`src/rtl/mem_arbiter.sv`:
```
`timescale 1ns/1ps
`default_nettype none
// ============================================================================
//  Module   : mem_arbiter
//  Purpose  : Shares the byte-wide external RAM port between the IF and MEM
//             pipeline stages. Multi-byte accesses run as byte-serial bursts.
//             Read bytes are assembled little-endian into a 32-bit word.
//             stall_ram holds the pipeline while a MEM access is outstanding.
//  Revision : 1.0 - initial release
// ----------------------------------------------------------------------------
//  Ports
//    clk        in   1   system clock, rising edge
//    rst        in   1   asynchronous reset, active low
//    rdy        in   1   global ready; low freezes all state (ram_wr forced 0)
//    if_req     in   1   IF fetch request, held until if_done
//    if_addr    in  32   IF fetch address (always a 4-byte read)
//    if_data    out 32   fetched word, valid with if_done
//    if_done    out  1   one-cycle IF completion pulse
//    mem_req    in   1   MEM request, held until mem_done
//    mem_we     in   1   1 = write, 0 = read
//    mem_addr   in  32   MEM byte address
//    mem_wdata  in  32   MEM write data, low byte first
//    mem_len    in   3   byte count 1, 2 or 4 (other values mean 4)
//    mem_rdata  out 32   MEM read data, zero-filled, valid with mem_done
//    mem_done   out  1   one-cycle MEM completion pulse
//    stall_ram  out  1   mem_req & ~mem_done
//    ram_din    in   8   RAM read data (byte addressed in previous active cycle)
//    ram_dout   out  8   RAM write data
//    ram_a      out 32   RAM address
//    ram_wr     out  1   RAM write strobe
//  Build option
//    MEM_ARB_FAIR_EN : when defined, simultaneous requests alternate between
//                      MEM and IF; otherwise MEM always wins.
// ============================================================================
module mem_arbiter (
  input  logic        clk,
  input  logic        rst,
  input  logic        rdy,
  input  logic        if_req,
  input  logic [31:0] if_addr,
  output logic [31:0] if_data,
  output logic        if_done,
  input  logic        mem_req,
  input  logic        mem_we,
  input  logic [31:0] mem_addr,
  input  logic [31:0] mem_wdata,
  input  logic [2:0]  mem_len,
  output logic [31:0] mem_rdata,
  output logic        mem_done,
  output logic        stall_ram,
  input  logic [7:0]  ram_din,
  output logic [7:0]  ram_dout,
  output logic [31:0] ram_a,
  output logic        ram_wr
);

  typedef enum logic [2:0] {
    IDLE   = 3'd0,
    IF_RD  = 3'd1,
    MEM_RD = 3'd2,
    MEM_WR = 3'd3,
    RESP   = 3'd4
  } state_t;

  localparam logic [2:0] C_LEN_WORD = 3'd4;

  state_t      state_q, state_d;
  logic [2:0]  cnt_q,   cnt_d;
  logic [2:0]  len_q,   len_d;
  logic [31:0] addr_q,  addr_d;
  logic [31:0] wdata_q, wdata_d;
  logic [31:0] data_q,  data_d;
  logic        mem_id_q, mem_id_d;   // 1 = current grant belongs to MEM

  logic        grant_mem;
  logic        grant_if;
  logic [2:0]  mem_len_norm;
  logic [1:0]  cap_idx;

  // Byte count after folding illegal encodings onto a full word.
  assign mem_len_norm = (mem_len == 3'd1) ? 3'd1 :
                        (mem_len == 3'd2) ? 3'd2 : C_LEN_WORD;

  // The byte arriving on ram_din belongs to the address issued one step earlier.
  assign cap_idx = cnt_q[1:0] - 2'd1;

`ifdef MEM_ARB_FAIR_EN
  logic last_mem_q, last_mem_d;      // 1 = MEM received the most recent grant

  // On contention the requester that did not win last time goes first.
  assign grant_mem = mem_req & (~if_req | ~last_mem_q);
`else
  assign grant_mem = mem_req;
`endif
  assign grant_if  = if_req & ~grant_mem;

  // --------------------------------------------------------------------------
  // Next-state logic
  // --------------------------------------------------------------------------
  always_comb begin
    state_d  = state_q;
    cnt_d    = cnt_q;
    len_d    = len_q;
    addr_d   = addr_q;
    wdata_d  = wdata_q;
    data_d   = data_q;
    mem_id_d = mem_id_q;
`ifdef MEM_ARB_FAIR_EN
    last_mem_d = last_mem_q;
`endif
    if (rdy) begin
      case (state_q)
        IDLE: begin
          if (grant_mem) begin
            state_d  = mem_we ? MEM_WR : MEM_RD;
            addr_d   = mem_addr;
            wdata_d  = mem_wdata;
            len_d    = mem_len_norm;
            mem_id_d = 1'b1;
            cnt_d    = 3'd0;
            data_d   = 32'd0;
`ifdef MEM_ARB_FAIR_EN
            last_mem_d = 1'b1;
`endif
          end else if (grant_if) begin
            state_d  = IF_RD;
            addr_d   = if_addr;
            wdata_d  = 32'd0;
            len_d    = C_LEN_WORD;
            mem_id_d = 1'b0;
            cnt_d    = 3'd0;
            data_d   = 32'd0;
`ifdef MEM_ARB_FAIR_EN
            last_mem_d = 1'b0;
`endif
          end
        end
        IF_RD, MEM_RD: begin
          if (cnt_q != 3'd0) begin
            case (cap_idx)
              2'd0:    data_d[7:0]   = ram_din;
              2'd1:    data_d[15:8]  = ram_din;
              2'd2:    data_d[23:16] = ram_din;
              default: data_d[31:24] = ram_din;
            endcase
          end
          // cnt == len is the trailing capture-only step.
          if (cnt_q == len_q) begin
            state_d = RESP;
          end else begin
            cnt_d = cnt_q + 3'd1;
          end
        end
        MEM_WR: begin
          if (cnt_q + 3'd1 == len_q) begin
            state_d = RESP;
          end else begin
            cnt_d = cnt_q + 3'd1;
          end
        end
        RESP: begin
          state_d = IDLE;
          cnt_d   = 3'd0;
        end
        default: begin
          state_d = IDLE;
          cnt_d   = 3'd0;
        end
      endcase
    end
  end

  // --------------------------------------------------------------------------
  // State registers
  // --------------------------------------------------------------------------
  always_ff @(posedge clk or negedge rst) begin
    if (!rst) begin
      state_q  <= IDLE;
      cnt_q    <= 3'd0;
      len_q    <= 3'd0;
      addr_q   <= 32'd0;
      wdata_q  <= 32'd0;
      data_q   <= 32'd0;
      mem_id_q <= 1'b0;
    end else begin
      state_q  <= state_d;
      cnt_q    <= cnt_d;
      len_q    <= len_d;
      addr_q   <= addr_d;
      wdata_q  <= wdata_d;
      data_q   <= data_d;
      mem_id_q <= mem_id_d;
    end
  end

`ifdef MEM_ARB_FAIR_EN
  always_ff @(posedge clk or negedge rst) begin
    if (!rst) begin
      last_mem_q <= 1'b1;
    end else begin
      last_mem_q <= last_mem_d;
    end
  end
`endif

  // --------------------------------------------------------------------------
  // Outputs (decoded from registered state so reset clears them at once)
  // --------------------------------------------------------------------------
  always_comb begin
    ram_a    = 32'd0;
    ram_dout = 8'd0;
    ram_wr   = 1'b0;
    case (state_q)
      IF_RD, MEM_RD: begin
        if (cnt_q != len_q) begin
          ram_a = addr_q + {29'd0, cnt_q};
        end
      end
      MEM_WR: begin
        ram_a  = addr_q + {29'd0, cnt_q};
        ram_wr = rdy;
        case (cnt_q[1:0])
          2'd0:    ram_dout = wdata_q[7:0];
          2'd1:    ram_dout = wdata_q[15:8];
          2'd2:    ram_dout = wdata_q[23:16];
          default: ram_dout = wdata_q[31:24];
        endcase
      end
      default: begin
        ram_a = 32'd0;
      end
    endcase
  end

  assign if_done   = (state_q == RESP) & ~mem_id_q;
  assign mem_done  = (state_q == RESP) &  mem_id_q;
  assign if_data   = ((state_q == RESP) & ~mem_id_q) ? data_q : 32'd0;
  assign mem_rdata = ((state_q == RESP) &  mem_id_q) ? data_q : 32'd0;
  assign stall_ram = mem_req & ~mem_done;

endmodule
`default_nettype wire

```
`config.mk`:
```
export PLATFORM = sky130hd
export DESIGN_NAME = mem_arbiter
export DESIGN_NICKNAME = d
export VERILOG_FILES = /design/src/rtl/mem_arbiter.sv
export SDC_FILE = /design/constraint.sdc
export NUM_CORES = 1
export LEC_CHECK = 0
export ABC_AREA = 1
export CAP_MARGIN = 10
export CORE_MARGIN = 3
export CORE_UTILIZATION = 38
export DETAILED_ROUTE_END_ITERATION = 10
export PLACE_DENSITY = 0.69
export SYNTH_ARGS = -nofsm -noshare
export SYNTH_HDL_FRONTEND = slang
export SYNTH_SLANG_ARGS = --single-unit
```
`constraint.sdc`:
```
create_clock -name clk -period 2.6 [get_ports clk]
set_clock_uncertainty 0.15 [all_clocks]
set_input_delay 0.39 -clock clk [delete_from_list [all_inputs] [get_ports clk]]
set_output_delay 0.39 -clock clk [all_outputs]
set_load 0.05 [all_outputs]
```
==> flow_metrics.py, run 1 <==
metrics = {
    "grt": {
        "grt.overflow.total": 0,
        "grt_max_degree": 79,
        "antenna_found_initial": 0,
        "grtUsageTotal_pct": 22.8,
        "grt_pass1_wl_um": 34000,
        "grt_pass1_vias": 6659,
    },
    "floorplan": {
        "dieHeight_um": 137,
        "rows": 47,
        "die_x_um": 137,
        "die-area_mm2": 0.0189,
        "start_util_pct": 39.2,
        "fp.coreArea_mm2": 0.0168,
        "pin_count": 221,
    },
    "sta": {
        "finalHoldViolCount": 0,
        "setup_violations": 24,
        "rsz0062_at_grt": "yes",
        "fmax_ghz": 0.346,
        "setup_ws_ps": -288,
        "period_share_pct": 111,
        "fin_crit_ps": 2890,
        "slew_viol_final": 0,
        "worst_pin_slew_ps": 511,
        "relSlewSlack_pct": 66.0,
    },
    "synthesis": {
        "syn-num-nets": 1102,
        "synth.most_common_cell": "nand2_1",
        "avgSynthCellArea_um2": 6.70,
        "synth_top_area_cell": "dfrtp_1",
        "syn_inst": 980,
        "synth_top_area_share_pct": 40.4,
        "ys_ff_latch": 106,
        "yosysSeqAreaShare_pct": 40.4,
        "syn_area_mm2": 0.00656,
        "synthDistinctLibCells": 33,
        "ys_warn_count": 0,
        "synth_flop_cell": "dfrtp_1",
        "ys_top_cells_by_count": "298 x nand2_1, 193 x nor2_1, 118 x inv_1, 106 x dfrtp_1, 40 x a31oi_1",
        "synth-edff-count": 0,
        "synthTopCellsByArea": "dfrtp_1 40%, nand2_1 17%, nor2_1 11%, inv_1 6.7%, a31oi_1 3.8%",
        "synth_async_sr_flop_share_pct": 100,
    },
    "setup_path": {
        "cp-start-kind": "register",
        "crit_path_end_kind": "output pin",
        "required_ps": 2060,
        "cp.arrival_ps": 2350,
        "cp_max_fo": 6,
        "criticalPathCategory": "register to output pin",
    },
    "clock_tree": {
        "clockRootBuffer": "clkbuf_16",
        "numClockSinks": 106,
        "cts_buffers": 9,
        "cts_tree": "yes",
        "clk_latency_ps": 360,
        "htree_levels": 3,
        "cts_buffer_depth": 2,
        "path_clk_slew_ps": 70,
    },
    "drt": {
        "drc": 0,
        "vias_per_cell": 4.97,
        "first_pass_iters": 7,
        "drtIter0Drc": 435,
        "routed_wl_um": 22200,
        "wl_per_cell_um": 15.4,
        "vias": 7157,
        "ant_nets": 0,
    },
    "layout": {
        "layout-drive-gt1-share_pct": 26.0,
        "n_fill_cell": 1422,
        "num_antenna_cells": 0,
        "area_delta_synth_final_pct": 64.9,
        "fin_cells": 1440,
        "stdcell_area_mm2": 0.0108,
        "nets": 1337,
    },
    "place": {
        "dp_cells": 1402,
        "dp.final_hpwl_um": 16400,
        "postPlaceCellArea_mm2": 0.00995,
        "pre_cts_ws_ps": -62.0,
        "gp_congestion": 0.885,
        "portBuffers": 220,
    },
    "power": {
        "power_mw": 12.9,
        "p_leak_nw": 4.81,
        "ir_drop_uv": 578,
        "power_density_mw_per_mm2": 1200,
    },
    "min_path": {
        "min-delay-path-class": "register to register",
    },
    "run": {
        "cap_violations": 0,
    },
    "run_status": {
        "violations": "setup timing",
        "status": "complete, but fails checks",
    },
}
==> sequential cells by signal, indices dropped and copies added, names as in the netlist <==
| name | cells |
|---|---|
| cnt_q | 3 |
| mem_id_q | 1 |
| len_q | 3 |
| addr_q | 32 |
| data_q | 32 |
| wdata_q | 32 |
| state_q | 3 |
==> worst paths after layout <==
check	from	to	slack [ps]	cells past startpoint
hold / removal	data_q[8]	data_q[8]	330	2
max in group asynchronous	rst	wdata_q[4]	1150	3
setup / recovery	cnt_q[0]	ram_a[28]	-290	10
hold reg to reg	data_q[8]	data_q[8]	330	2
min in group asynchronous	rst	addr_q[7]	410	2
setup reg to reg	state_q[0]	data_q[5]	580	9
==> through the flow <==
step,hold slack (ps),utilization (%),setup TNS (ps)
3_5_place_dp,244,59.4,-165
4_1_cts,337,62.8,-2450
3_3_place_gp,246,59.4,0
2_1_floorplan,-55.6,-,-129
5_1_grt,351,64.6,-6230
6_report,333,64.6,-3460
==> placed cells by master, fill, tap and decap left out, types with 3 or more instances in the layout <==
cell type / count
nand2_1: 286
nor2_1: 117
clkdlybuf4s50_1: 113
inv_1: 112
dfrtp_1: 106
buf_12: 78
nor2_2: 63
buf_4: 63
nand4_1: 39
a31oi_1: 35
o21ai_0: 33
nor2_4: 17
nand3_1: 15
a21oi_1: 12
o21ai_1: 12
nand2_2: 10
clkbuf_16: 10
buf_6: 10
inv_2: 9
nand3_2: 9
xnor2_1: 7
nor3_4: 7
nand2_4: 5
a31oi_2: 5
a21oi_2: 4
xor2_1: 4
or2_1: 4
clkinv_2: 4
xnor2_2: 3
ha_2: 3
ha_1: 3
==> repair_timing <==
item | CTS | global route
pin swaps | 20 | 26
endpoints found under the setup margin | 37 | 40
resized for setup | 58 | 48
hold buffers | 1 | 0
hold endpoints to repair | 33 | 0
setup buffers | 7 | 13
cloned | 0 | 1
==> critical path, stage by stage (launching register included) <==
cell     delay [ps]
dfrtp_1         350
ha_2            190
inv_2            40
fa_2            370
o21ai_4         250
inv_2            90
nor2_4          220
nand3_2         110
nor2_2          170
nor2_4           60
buf_12          140
==> final cells by class <==
| cell class | count | area, um^2 | share of cell area (%) |
|---|---|---|---|
| clock inverters | 7 | 67.6 | 0.624 |
| multi-input cells | 707 | 3790 | 35.0 |
| clock buffers | 9 | 225 | 2.08 |
| well taps | 220 | 275 | 2.54 |
| inverters | 124 | 483 | 4.46 |
| repair inverters | 1 | 16.3 | 0.150 |
| repair buffers | 266 | 3310 | 30.6 |
| flip-flops and latches | 106 | 2650 | 24.5 |
==> per-layer routing <==
| metal | vias to the layer above | share of wire (%) | GRT usage [%] |
|---|---|---|---|
| met5 | - | 0 | 0 |
| met4 | 0 | 2.1 | 5.82 |
| met3 | 29 | 6.7 | 4.67 |
| met2 | 254 | 48 | 36.6 |
| met1 | 3332 | 43 | 31.5 |
| li1 | 3542 | - | - |
==> cells by family (layout without fill, tap and decap cells) <==
| group | count (synthesis) | count (layout) | share of synthesized area [%] |
|---|---|---|---|
| and+or+nand+nor | 582 | 582 | 37.2 |
| buffers and inverters | 167 | 407 | 10.1 |
| DFF | 106 | 106 | 40.4 |
| AOI/OAI and AO/OA | 102 | 102 | 8.60 |
| xor gates and xnor gates | 14 | 14 | 1.87 |
| adders and majority gates | 9 | 9 | 1.83 |
==> report_power, final <==
part | switching, mW | internal (mW)
Clock | 0.647 | 0.748
Sequential | 0.689 | 2.39
Combinational | 5.12 | 3.35
(Power assumes the default switching activity.)
==> run 2: changes to the inputs <==
Clock period 2.6 ns to 3.3 ns, I/O delays scaled along.
==> flow_metrics.py, run 2 (same netlist as run 1, synthesis figures left out) <==
metrics = {
    "run_status": {
        "status": "complete, no violations",
    },
    "run": {
        "cap_violations": 0,
    },
    "sta": {
        "slew_viol_final": 0,
        "worst_pin_slew_ps": 825,
        "fin_crit_ps": 3140,
        "fmax_ghz": 0.318,
        "relSlewSlack_pct": 45.0,
        "period_share_pct": 95.2,
        "tns_ps": 0,
        "whs_ps": 88.4,
        "setup_ws_ps": 159,
        "finalHoldViolCount": 0,
        "setup_violations": 0,
    },
    "setup_path": {
        "r2r_start": "cnt_q[1]",
        "cp_max_fo": 5,
        "slowest_delay_ps": 440,
        "worstPathCellList": "ha_1, inv_1, fa_1, o21ai_4, nand2_1, nor2_4, nand2_1, nand2_1, nand2_1, nor2_1, buf_12",
        "crit_path_end_kind": "output pin",
        "cp.arrival_ps": 2500,
        "rrSetupSlack_ps": 1050,
        "required_ps": 2650,
        "criticalPathCategory": "register to output pin",
        "worst-r2r-cell-count": 6,
        "regToRegEndpoint": "data_q[21]",
        "crit_slowest_cell": "fa_1",
        "cp-start-kind": "register",
        "path_common_cell": "nand2_1",
    },
    "floorplan": {
        "pin_count": 221,
        "die-area_mm2": 0.0189,
        "die_x_um": 137,
        "start_util_pct": 39.2,
        "dieHeight_um": 137,
        "fp.coreArea_mm2": 0.0168,
        "rows": 47,
    },
    "power": {
        "clock_power_share_pct": 12.1,
        "p_int_mw": 4.24,
        "power.switching_mw": 4.46,
        "seq_power_share_pct": 27.7,
        "p_leak_nw": 5.45,
        "ir_drop_uv": 395,
        "p_sw_share_pct": 51.2,
        "combPwrFrac_pct": 60.2,
        "power_density_mw_per_mm2": 906,
    },
    "clock_tree": {
        "numClockSinks": 106,
        "clk_latency_ps": 350,
        "cts_tree": "yes",
        "path_clk_slew_ps": 70,
        "cts_buffer_depth": 2,
        "clockRootBuffer": "clkbuf_16",
        "htree_levels": 3,
        "cts_buffers": 9,
    },
    "grt": {
        "grt_pass1_vias": 6210,
        "grt_max_degree": 79,
        "grt_pass1_wl_um": 31600,
        "grt.overflow.total": 0,
        "antenna_found_initial": 0,
        "grtUsageTotal_pct": 21.2,
    },
    "min_path": {
        "min-delay-path-class": "input port to asynchronous set/reset pin",
    },
    "drt": {
        "vias": 6901,
        "wl_per_cell_um": 14.6,
        "drtIter0Drc": 488,
        "vias_per_cell": 4.89,
        "drc": 0,
        "ant_nets": 0,
        "first_pass_iters": 8,
        "routed_wl_um": 20500,
    },
    "layout": {
        "nets": 1308,
        "fin_cells": 1411,
        "final_cell_mix": "298 x nand2_1, 191 x nor2_1, 116 x inv_1",
        "top_regs": "addr_q x32, data_q x32, wdata_q x32",
        "num_antenna_cells": 0,
        "fin_util_pct": 57.3,
        "layout-drive-gt1-share_pct": 9.07,
        "layout_commonest_cell": "nand2_1",
        "area_delta_synth_final_pct": 46.2,
    },
    "place": {
        "portBuffers": 220,
        "dp.final_hpwl_um": 15200,
        "pre_cts_ws_ps": 300,
        "gp_congestion": 0.941,
        "dp_cells": 1387,
    },
}
==> run 2: cell types whose count changed in the layout (fill, tap and decap cells not counted), moves of 14 or more <==
cell	change
nor2_1	+74
buf_4	-23
nor2_4	-14
buf_12	-59
dlymetal6s2s_1	+64
nor2_2	-60
==> run 2: worst max-delay path, delay by kind of cell (launching register included) <==
| family | cells | cell delay (ps) |
|---|---|---|
| flops | 1 | 380 |
| fa+ha+maj | 2 | 620 |
| buf+inv | 2 | 220 |
| simple gates | 6 | 680 |
| compound gates | 1 | 240 |
==> run 2: power by group through the flow <==
stage / Clock [mW] / Sequential, mW / Combinational [mW]
after floorplan: 0 / 2.25 / 3.52
after detailed placement: 0 / 2.43 / 5.16
final: 1.05 / 2.41 / 5.23
after CTS: 1.08 / 2.41 / 5.17
after global placement: 0 / 2.42 / 5.12
after global routing: 1.13 / 2.50 / 5.71
==> run 2: worst max-delay path by stage <==
stage	slack (ps)	startpoint	cells after the start	to
after floorplan	170	cnt_q[0]	6	ram_a[6]
after CTS	2	cnt_q[0]	11	ram_a[28]
after global placement	380	cnt_q[0]	11	ram_a[18]
after global routing	-9	addr_q[0]	11	ram_a[18]
final	160	addr_q[0]	11	ram_a[18]
after detailed placement	300	cnt_q[0]	11	ram_a[28]
==> run 2: cell type report <==
type	instances	area (um^2)
tap	220	275
timing repair buffer	236	2610
inverter	124	473
clock inverter	4	33.8
sequential	106	2660
fill	1584	7160
multi-input combinational	707	3280
clock buffer	12	256
timing repair inverter	2	15.0
==> run 2: metrics by stage <==
stage          total power [mW]  cell area (um^2)
2_1_floorplan              5.77              6570
3_3_place_gp               7.54              9060
3_5_place_dp               7.59              9060
4_1_cts                    8.67              9350
5_1_grt                    9.34              9600
6_report                   8.70              9600
==> run 2: timing repair <==
action | in CTS | in global routing
gates cloned | 0 | 2
hold buffers | 0 | 0
pin swaps | 0 | 0
gates resized for setup | 2 | 73
setup endpoints to repair | 3 | 74
buffers inserted | 0 | 6
==> run 2: per-layer routing <==
metal / part of all wire (%) / vias to the layer above / GRT usage, %
li1: - / 3491 / -
met1: 45 / 3161 / 29.4
met2: 46 / 211 / 33.2
met3: 6.0 / 38 / 3.32
met4: 2.8 / 0 / 8.15
met5: 0 / - / 0
==> run 3: changes to the inputs <==
Settings changed: HOLD_SLACK_MARGIN from default to 0.06.
Clock period 3.3 ns to 2.9 ns, I/O delays scaled along.
==> flow_metrics.py, run 3 (same netlist as run 1, synthesis figures left out) <==
metrics = {
    "sta": {
        "finalHoldViolCount": 0,
        "worst_pin_slew_ps": 932,
        "fmax_ghz": 0.348,
        "slew_viol_final": 0,
        "relSlewSlack_pct": 37.8,
        "period_share_pct": 99.1,
        "whs_ps": 335,
        "fin_crit_ps": 2870,
        "rsz0062_at_grt": "yes",
        "setup_violations": 0,
    },
    "setup_path": {
        "rrSetupSlack_ps": 680,
        "cp.arrival_ps": 2290,
        "criticalPathCategory": "register to output pin",
        "crit_path_end_kind": "output pin",
        "required_ps": 2320,
        "cp-start-kind": "register",
        "cp_max_fo": 4,
    },
    "layout": {
        "layout_commonest_cell": "nand2_1",
        "n_fill_cell": 1562,
        "final_cell_mix": "296 x nand2_1, 178 x nor2_1, 116 x inv_1",
        "stdcell_area_mm2": 0.00990,
        "ff_latch_area_mm2": 0.00265,
        "num_antenna_cells": 0,
        "nets": 1310,
        "multiInputGateArea_mm2": 0.00335,
        "area_delta_synth_final_pct": 50.9,
        "layout-drive-gt1-share_pct": 16.3,
        "top_regs": "addr_q x32, data_q x32, wdata_q x32",
    },
    "place": {
        "postPlaceCellArea_mm2": 0.00949,
        "dp.final_hpwl_um": 15600,
        "gp_congestion": 0.902,
        "portBuffers": 220,
    },
    "run": {
        "cap_violations": 0,
    },
    "clock_tree": {
        "clk_latency_ps": 350,
        "cts_buffer_depth": 2,
        "htree_levels": 3,
        "numClockSinks": 106,
        "clockRootBuffer": "clkbuf_16",
        "path_clk_slew_ps": 80,
        "cts_buffers": 9,
        "cts_tree": "yes",
    },
    "power": {
        "p_sw_share_pct": 49.3,
        "seq_power_share_pct": 26.0,
        "power.switching_mw": 5.21,
        "p_int_mw": 5.36,
        "power_density_mw_per_mm2": 1070,
        "ir_drop_uv": 490,
        "p_leak_nw": 4.56,
        "clock_power_share_pct": 12.2,
        "combPwrFrac_pct": 61.9,
    },
    "grt": {
        "grt.overflow.total": 0,
        "grt_pass1_wl_um": 31500,
        "grt_pass1_vias": 6160,
        "grtUsageTotal_pct": 21.0,
        "antenna_found_initial": 0,
        "grt_max_degree": 54,
    },
    "drt": {
        "drc": 0,
        "drtIter0Drc": 384,
        "ant_nets": 0,
        "routed_wl_um": 20100,
        "first_pass_iters": 5,
        "vias_per_cell": 4.81,
        "vias": 6793,
        "wl_per_cell_um": 14.2,
    },
    "run_status": {
        "status": "complete, no violations",
    },
    "floorplan": {
        "die_x_um": 137,
        "fp.coreArea_mm2": 0.0168,
        "rows": 47,
        "start_util_pct": 39.2,
        "die-area_mm2": 0.0189,
        "pin_count": 221,
        "dieHeight_um": 137,
    },
    "min_path": {
        "min-delay-path-class": "register to register",
    },
}
-- run 3: critical path, stage by stage, from the launching register on --
cell and delay [ps]:
dfrtp_1 370, ha_2 190, inv_2 40, fa_2 370
o21ai_4 200, nand2_2 110, nor2_4 150, nand2_2 70
nand2_1 70, nand2_1 60, nor2_2 160, buf_12 150
-- run 3: power by group through the flow --
stage | clock network, mW | logic (mW) | registers [mW]
floorplan | 0 | 4.04 | 2.56
global placement | 0 | 6.44 | 2.74
detailed placement | 0 | 6.49 | 2.75
CTS | 1.31 | 6.53 | 2.73
global route | 1.37 | 7.10 | 2.85
finish | 1.29 | 6.55 | 2.74
-- run 3: worst paths after layout --
path                             from         end  cells after the start
setup / recovery            addr_q[0]   ram_a[18]                     11
hold / removal             data_q[23]  data_q[23]                      2
hold reg to reg            data_q[23]  data_q[23]                      2
max in group asynchronous         rst  data_q[23]                      3
setup reg to reg             cnt_q[0]  data_q[18]                      8
min in group asynchronous         rst   addr_q[6]                      2
-- run 3: layer usage --
| layer | vias to the layer above | GRT usage [%] | wire, um |
|---|---|---|---|
| met5 | - | 0 | 0 |
| met4 | 0 | 4.43 | 281 |
| met1 | 3099 | 28.5 | 9060 |
| met3 | 15 | 4.49 | 1250 |
| met2 | 187 | 34.6 | 9460 |
| li1 | 3492 | - | - |
-- run 3: cell type report --
class	instances	share of cell area, %
clock inverters	6	0.733
well taps	220	2.78
flip-flops and latches	106	26.8
repair buffers	240	28.8
multi-input cells	707	33.8
clock buffers	10	2.41
inverters	124	4.70
-- run 3: per-stage QoR --
stage / setup slack, ps / power [mW] / cells / setup TNS, ps / util (%)
after detailed placement: 188 / 9.24 / 1393 / 0 / 56.6
final: 25.0 / 10.6 / 1413 / 0 / 59.1
after global routing: -61.5 / 11.3 / 1413 / -797 / 59.1
after CTS: 3.48 / 10.6 / 1411 / 0 / 58.8
after floorplan: 4.65 / 6.59 / 980 / 0 / -
after global placement: 229 / 9.17 / 1393 / 0 / 56.6
-- run 3: timing repair --
| action | in CTS | in global routing |
|---|---|---|
| gates resized for setup | 8 | 15 |
| buffers inserted | 1 | 2 |
| hold endpoints to repair | 29 | 0 |
| setup endpoints to repair | 14 | 31 |
| pin swaps | 1 | 2 |
| hold buffers | 1 | 0 |
